**src/rtl/uart_tx_fifo.sv**
```systemverilog
// Buffered UART transmitter: write FIFO feeding a start/data/[parity]/stop serialiser.
// Define UART_TX_PARITY_EN to compile in the parity bit; the default build has no parity.
module uart_tx_fifo #(
    parameter int DATA_BITS  = 8,
    parameter int OVERSAMPLE = 16,
    parameter int FIFO_DEPTH = 8
) (
    input  logic                          clk_50MHz,
    input  logic                          reset,
    input  logic                          sample_tick,
    input  logic                          wr_en,
    input  logic [DATA_BITS-1:0]          data_in,
    input  logic                          stop2,
    input  logic                          parity_odd,
    output logic                          tx,
    output logic                          tx_busy,
    output logic                          tx_done_tick,
    output logic                          fifo_full,
    output logic                          fifo_empty,
    output logic [$clog2(FIFO_DEPTH):0]   fifo_count,
    output logic                          overflow
);

    localparam int AW = $clog2(FIFO_DEPTH);
    localparam int CW = AW + 1;
    localparam int TW = $clog2(OVERSAMPLE);
    localparam int BW = $clog2(DATA_BITS);

    typedef enum logic [2:0] {
        IDLE,
        START,
        DATA,
        STOP
`ifdef UART_TX_PARITY_EN
        , PARITY
`endif
    } state_t;

    logic [DATA_BITS-1:0] r_mem [FIFO_DEPTH];
    logic [AW-1:0]        r_wr_ptr;
    logic [AW-1:0]        r_rd_ptr;
    logic [CW-1:0]        r_count;
    logic                 r_overflow;

    state_t               r_state;
    logic [TW-1:0]        r_tick;
    logic [BW-1:0]        r_bit;
    logic [DATA_BITS-1:0] r_shift;
    logic                 r_stop2;
    logic                 r_tx;
    logic                 r_busy;
    logic                 r_done;

    logic                 w_full;
    logic                 w_empty;
    logic                 w_pop;
    logic                 w_push;
    logic                 w_bit_end;

    assign w_full    = (r_count == CW'(FIFO_DEPTH));
    assign w_empty   = (r_count == '0);
    assign w_pop     = (r_state == IDLE) && !w_empty;
    assign w_push    = wr_en && (!w_full || w_pop);
    assign w_bit_end = sample_tick && (r_tick == TW'(OVERSAMPLE - 1));

`ifdef UART_TX_PARITY_EN
    logic [DATA_BITS-1:0] r_data;
    logic                 r_par_odd;
    logic                 w_parity;
    assign w_parity = (^r_data) ^ r_par_odd;
`else
    logic w_unused;
    assign w_unused = parity_odd;
`endif

    // NOTE: the storage array has no reset; occupancy is tracked by the pointers and count alone.
    always_ff @(posedge clk_50MHz) begin
        if (w_push)
            r_mem[r_wr_ptr] <= data_in;
    end

    always_ff @(posedge clk_50MHz or posedge reset) begin
        if (reset) begin
            r_wr_ptr   <= '0;
            r_rd_ptr   <= '0;
            r_count    <= '0;
            r_overflow <= 1'b0;
        end else begin
            if (w_push)
                r_wr_ptr <= r_wr_ptr + AW'(1);
            if (w_pop)
                r_rd_ptr <= r_rd_ptr + AW'(1);
            if (w_push && !w_pop)
                r_count <= r_count + CW'(1);
            else if (!w_push && w_pop)
                r_count <= r_count - CW'(1);
            if (wr_en && !w_push)
                r_overflow <= 1'b1;
        end
    end

    // NOTE: non-blocking reads of r_mem see the old head even when a full-FIFO push overwrites that slot.
    always_ff @(posedge clk_50MHz or posedge reset) begin
        if (reset) begin
            r_state <= IDLE;
            r_tick  <= '0;
            r_bit   <= '0;
            r_shift <= '0;
            r_stop2 <= 1'b0;
            r_tx    <= 1'b1;
            r_busy  <= 1'b0;
            r_done  <= 1'b0;
`ifdef UART_TX_PARITY_EN
            r_data    <= '0;
            r_par_odd <= 1'b0;
`endif
        end else begin
            r_done <= 1'b0;
            if (r_state != IDLE && sample_tick)
                r_tick <= w_bit_end ? '0 : r_tick + TW'(1);
            case (r_state)
                IDLE: begin
                    r_tx   <= 1'b1;
                    r_busy <= 1'b0;
                    if (w_pop) begin
                        r_shift <= r_mem[r_rd_ptr];
                        r_stop2 <= stop2;
`ifdef UART_TX_PARITY_EN
                        r_data    <= r_mem[r_rd_ptr];
                        r_par_odd <= parity_odd;
`endif
                        r_tick  <= '0;
                        r_tx    <= 1'b0;
                        r_busy  <= 1'b1;
                        r_state <= START;
                    end
                end
                START: begin
                    if (w_bit_end) begin
                        r_bit   <= '0;
                        r_tx    <= r_shift[0];
                        r_state <= DATA;
                    end
                end
                DATA: begin
                    if (w_bit_end) begin
                        r_shift <= {1'b1, r_shift[DATA_BITS-1:1]};
                        if (r_bit == BW'(DATA_BITS - 1)) begin
                            r_bit <= '0;
`ifdef UART_TX_PARITY_EN
                            r_tx    <= w_parity;
                            r_state <= PARITY;
`else
                            r_tx    <= 1'b1;
                            r_state <= STOP;
`endif
                        end else begin
                            r_bit <= r_bit + BW'(1);
                            r_tx  <= r_shift[1];
                        end
                    end
                end
`ifdef UART_TX_PARITY_EN
                PARITY: begin
                    if (w_bit_end) begin
                        r_tx    <= 1'b1;
                        r_state <= STOP;
                    end
                end
`endif
                STOP: begin
                    if (w_bit_end) begin
                        if (r_stop2 && r_bit == '0) begin
                            r_bit <= BW'(1);
                        end else begin
                            r_bit   <= '0;
                            r_busy  <= 1'b0;
                            r_done  <= 1'b1;
                            r_state <= IDLE;
                        end
                    end
                end
                default: r_state <= IDLE;
            endcase
        end
    end

    assign tx           = r_tx;
    assign tx_busy      = r_busy;
    assign tx_done_tick = r_done;
    assign fifo_full    = w_full;
    assign fifo_empty   = w_empty;
    assign fifo_count   = r_count;
    assign overflow     = r_overflow;

endmodule

```
**config.mk**
```make
export PLATFORM = sky130hd
export DESIGN_NAME = uart_tx_fifo
export DESIGN_NICKNAME = d
export VERILOG_FILES = /design/src/rtl/uart_tx_fifo.sv
export SDC_FILE = /design/constraint.sdc
export NUM_CORES = 1
export LEC_CHECK = 0
export ABC_AREA = 1
export ABC_CLOCK_PERIOD_IN_PS = 2900
export BUFFER_PORTS_ARGS = -buffer_cell sky130_fd_sc_hd__buf_4
export CAP_MARGIN = 20
export CORE_MARGIN = 10
export CORE_UTILIZATION = 60
export DETAILED_ROUTE_END_ITERATION = 7
export HOLD_SLACK_MARGIN = 0.06
export PLACE_DENSITY = 0.9
export SYNTH_ARGS = -nofsm -noshare
export SYNTH_HDL_FRONTEND = slang
export SYNTH_SLANG_ARGS = --single-unit
```
**constraint.sdc**
```tcl
create_clock -name clk_50MHz -period 2.9 [get_ports clk_50MHz]
set_input_delay 0.29 -clock clk_50MHz [delete_from_list [all_inputs] [get_ports clk_50MHz]]
set_output_delay 0.29 -clock clk_50MHz [all_outputs]
set_load 0.01 [all_outputs]
```
==> impl_metrics.yaml <==
outcome:
  status: "finished clean"
floorplanning:
  start_util_pct: 61.1
  core_area_sq_mm: 0.00718
  die_y_microns: 105
  die_area_sq_mm: 0.0111
  placementRows: 31
  io_pins: 24
  die_w_microns: 105
sta:
  fmax_ghz: 0.391
  timing.setup.tns_ns: 0
  slew_viol_final: 0
  fin_crit_sh_pct: 88.2
  rsz0062_at_grt: "false"
  hold_viol_final: 0
  slew_headroom_pct: 57.8
  fin_crit_ns: 2.56
  skew_ns: 0.0120
  tightest_slew_ns: 0.633
  finalSetupViolCount: 0
yosys:
  seq_area_frac_synth_pct: 62.1
  synth-edff-count: 64
  yosys.cell_count.top_type: "nand2_1"
  syn_nets: 460
  synth.avg_cell_area_sq_um: 10.2
  synthTopCellsByCount: "125 x nand2_1, 65 x nand3_1, 64 x edfxtp_1, 35 x inv_1, 32 x nor2_1"
  synth_top_cell_by_area: "edfxtp_1"
  ys_seq_elements: 96
  synth_flop_cell: "edfxtp_1"
  netlist-cell-type-count: 34
  yosysWarnings: 0
  postSynthCellCount: 432
  netlist.area_leader.share_pct: 43.8
  synth.area.top_cells: "edfxtp_1 44%, dfrtp_1 18%, nand2_1 11%"
  syn_area_sq_mm: 0.00439
  async_flop_share_pct: 33.3
cts:
  cts.reportedPaths.clkPinSlew_ns: 0.09
  clockBufferDepth: 2
  cts_made_buffers: 9
  cts-root-buf: "clkbuf_8"
  cts_tree: "done"
  cts_setup_buffers: 0
  htree_num_levels: 3
  cts_resized: 0
  cts_sinks: 96
  hold_buffers: 1
  insertion_delay_ns: 0.36
pwr:
  p_total_mw: 4.92
  p_leak_nw: 2.12
  powerDensity_mw_per_mm2: 1020
  peakVddDrop_mv: 0.499
setup_path:
  crit_chain: "inv_1 -> ha_1 -> inv_1 -> nand2_2 -> nand2_4 -> inv_1 -> ha_1 -> inv_1 -> ha_1 -> nand2_1 -> inv_1 -> o21ai_0 -> nand2_1 -> nand2_1 -> nand2_1 -> nand2_1 -> nand2_1"
  cp-end-kind: "flop"
  max_stage_delay_ns: 0.41
  crit_required_ns: 3.17
  cp_data_arrival_time_ns: 2.83
  crit_type: "flop to flop"
  critical_path.most_common_cell: "nand2_1"
  crit_slowest_cell: "dfrtp_1"
  crit_path_start_kind: "flop"
  critical_path_peak_fanout: 9
  cp_top_family: "adder cells"
  cp_num_buf_inv: 5
route:
  detail-route-antenna-nets: 0
  vias: 3191
  post_drt_wl_per_cell_microns: 16.2
  vias_per_cell: 5.64
  drc: 0
  drt_wl_total_microns: 9170
  dr.pass1.iters: 5
  drt_iter0_drc: 268
final_layout:
  nNetsFinal: 490
  multi_input_area_sq_mm: 0.00143
  diodes: 0
  seqCellArea_sq_mm: 0.00272
  syn2layout_area_growth_pct: 10.4
  drive_above_1_share_pct: 13.3
  final.fill_count: 493
global_routing:
  grt_max_degree: 34
  grt-ovfl-total: 0
  grt_pass1_wl_microns: 15000
  grt_pass1_vias: 3119
  grt_antenna_before_repair: 0
  grtUsageTotal_pct: 17.0
place:
  gp_congestion: 0.895
  dp_hpwl_microns: 6210
  io_buffer_count: 22
worst_hold_path:
  min_path_type: "input port to flop"
run:
  cap_violations: 0
[per-layer routing]
metal | track usage [%] | vias up | routed length (microns)
met5 | 0 | - | 0
met2 | 29.5 | 116 | 4730
met1 | 19.4 | 1555 | 3540
li1 | - | 1489 | -
met4 | 10.6 | 0 | 359
met3 | 2.62 | 31 | 535
[through the flow]
| stage | utilization (%) | std cells | worst slack (ns) | area, sq um | hold slack (ns) |
|---|---|---|---|---|---|
| after floorplan | - | 432 | 0.587 | 4390 | 0.389 |
| after global placement | 65.1 | 549 | 0.524 | 4670 | 0.403 |
| after detailed placement | 65.1 | 549 | 0.376 | 4670 | 0.410 |
| after CTS | 67.5 | 566 | 0.355 | 4840 | 0.120 |
| after global routing | 67.5 | 566 | 0.0549 | 4840 | 0.138 |
| final | 67.5 | 566 | 0.342 | 4840 | 0.121 |
[worst min-delay path: stages]
cell     delay, ns
buf_4         0.08
nand2_1       0.05
nand2_1       0.04
[power by group]
part	internal, mW	total [mW]	switching (mW)
clock	0.306	0.758	0.452
combinational	0.758	2.06	1.30
sequential	1.80	2.11	0.303
total	2.87	4.92	2.06
[final timing paths]
check / slack [ns] / to / depth (start not counted) / start
worst max-delay path: 0.34 / fifo_count[3] / 17 / r_state[0]
worst min-delay path: 0.12 / r_stop2 / 3 / stop2
worst max register to register: 0.34 / fifo_count[3] / 17 / r_state[0]
worst min register to register: 0.48 / tx / 2 / tx
max in group asynchronous: 2.00 / tx / 4 / reset
min in group asynchronous: 0.57 / fifo_count[0] / 4 / reset
[cells by family (layout without fill, tap and decap cells)]
kind of cell / after synthesis / count (layout) / share of synthesized area [%]
muxes: 1 / 1 / 0.257
DFF: 96 / 96 / 62.1
AOI/OAI and AO/OA: 25 / 25 / 3.20
buffers and inverters: 54 / 89 / 5.34
adders and majority gates: 14 / 14 / 4.17
xor gates and xnor gates: 7 / 7 / 1.40
and+or+nand+nor: 235 / 235 / 23.5
[state kept, by name, summed over array words and instances, names as in the netlist]
signal / flops
r_rd_ptr: 3
fifo_count: 4
r_stop2: 1
tx_busy: 1
r_bit: 3
r_state: 2
overflow: 1
r_mem: 64
r_shift: 8
tx_done_tick: 1
r_wr_ptr: 3
tx: 1
r_tick: 4
[area by class of cell]
class	instances	share of cell area (%)
multi-input combinational	282	29.5
tap	99	2.56
inverter	39	3.02
timing repair buffer	34	5.32
clock buffer	10	2.63
sequential	96	56.2
clock inverter	6	0.749
[layout by cell type, fill, tap and decap left out, types with 3 or more instances in the layout]
cell        n
nor2_1     32
a21oi_1     3
buf_4      33
inv_1      35
nand2_1   125
inv_2       3
o21ai_0    13
nand3_1    65
xor2_1      5
edfxtp_1   64
clkbuf_8    9
nor2_2      3
ha_1       13
dfrtp_1    31
clkinv_1    3
No activity file was read; power rests on OpenSTA's default activity.
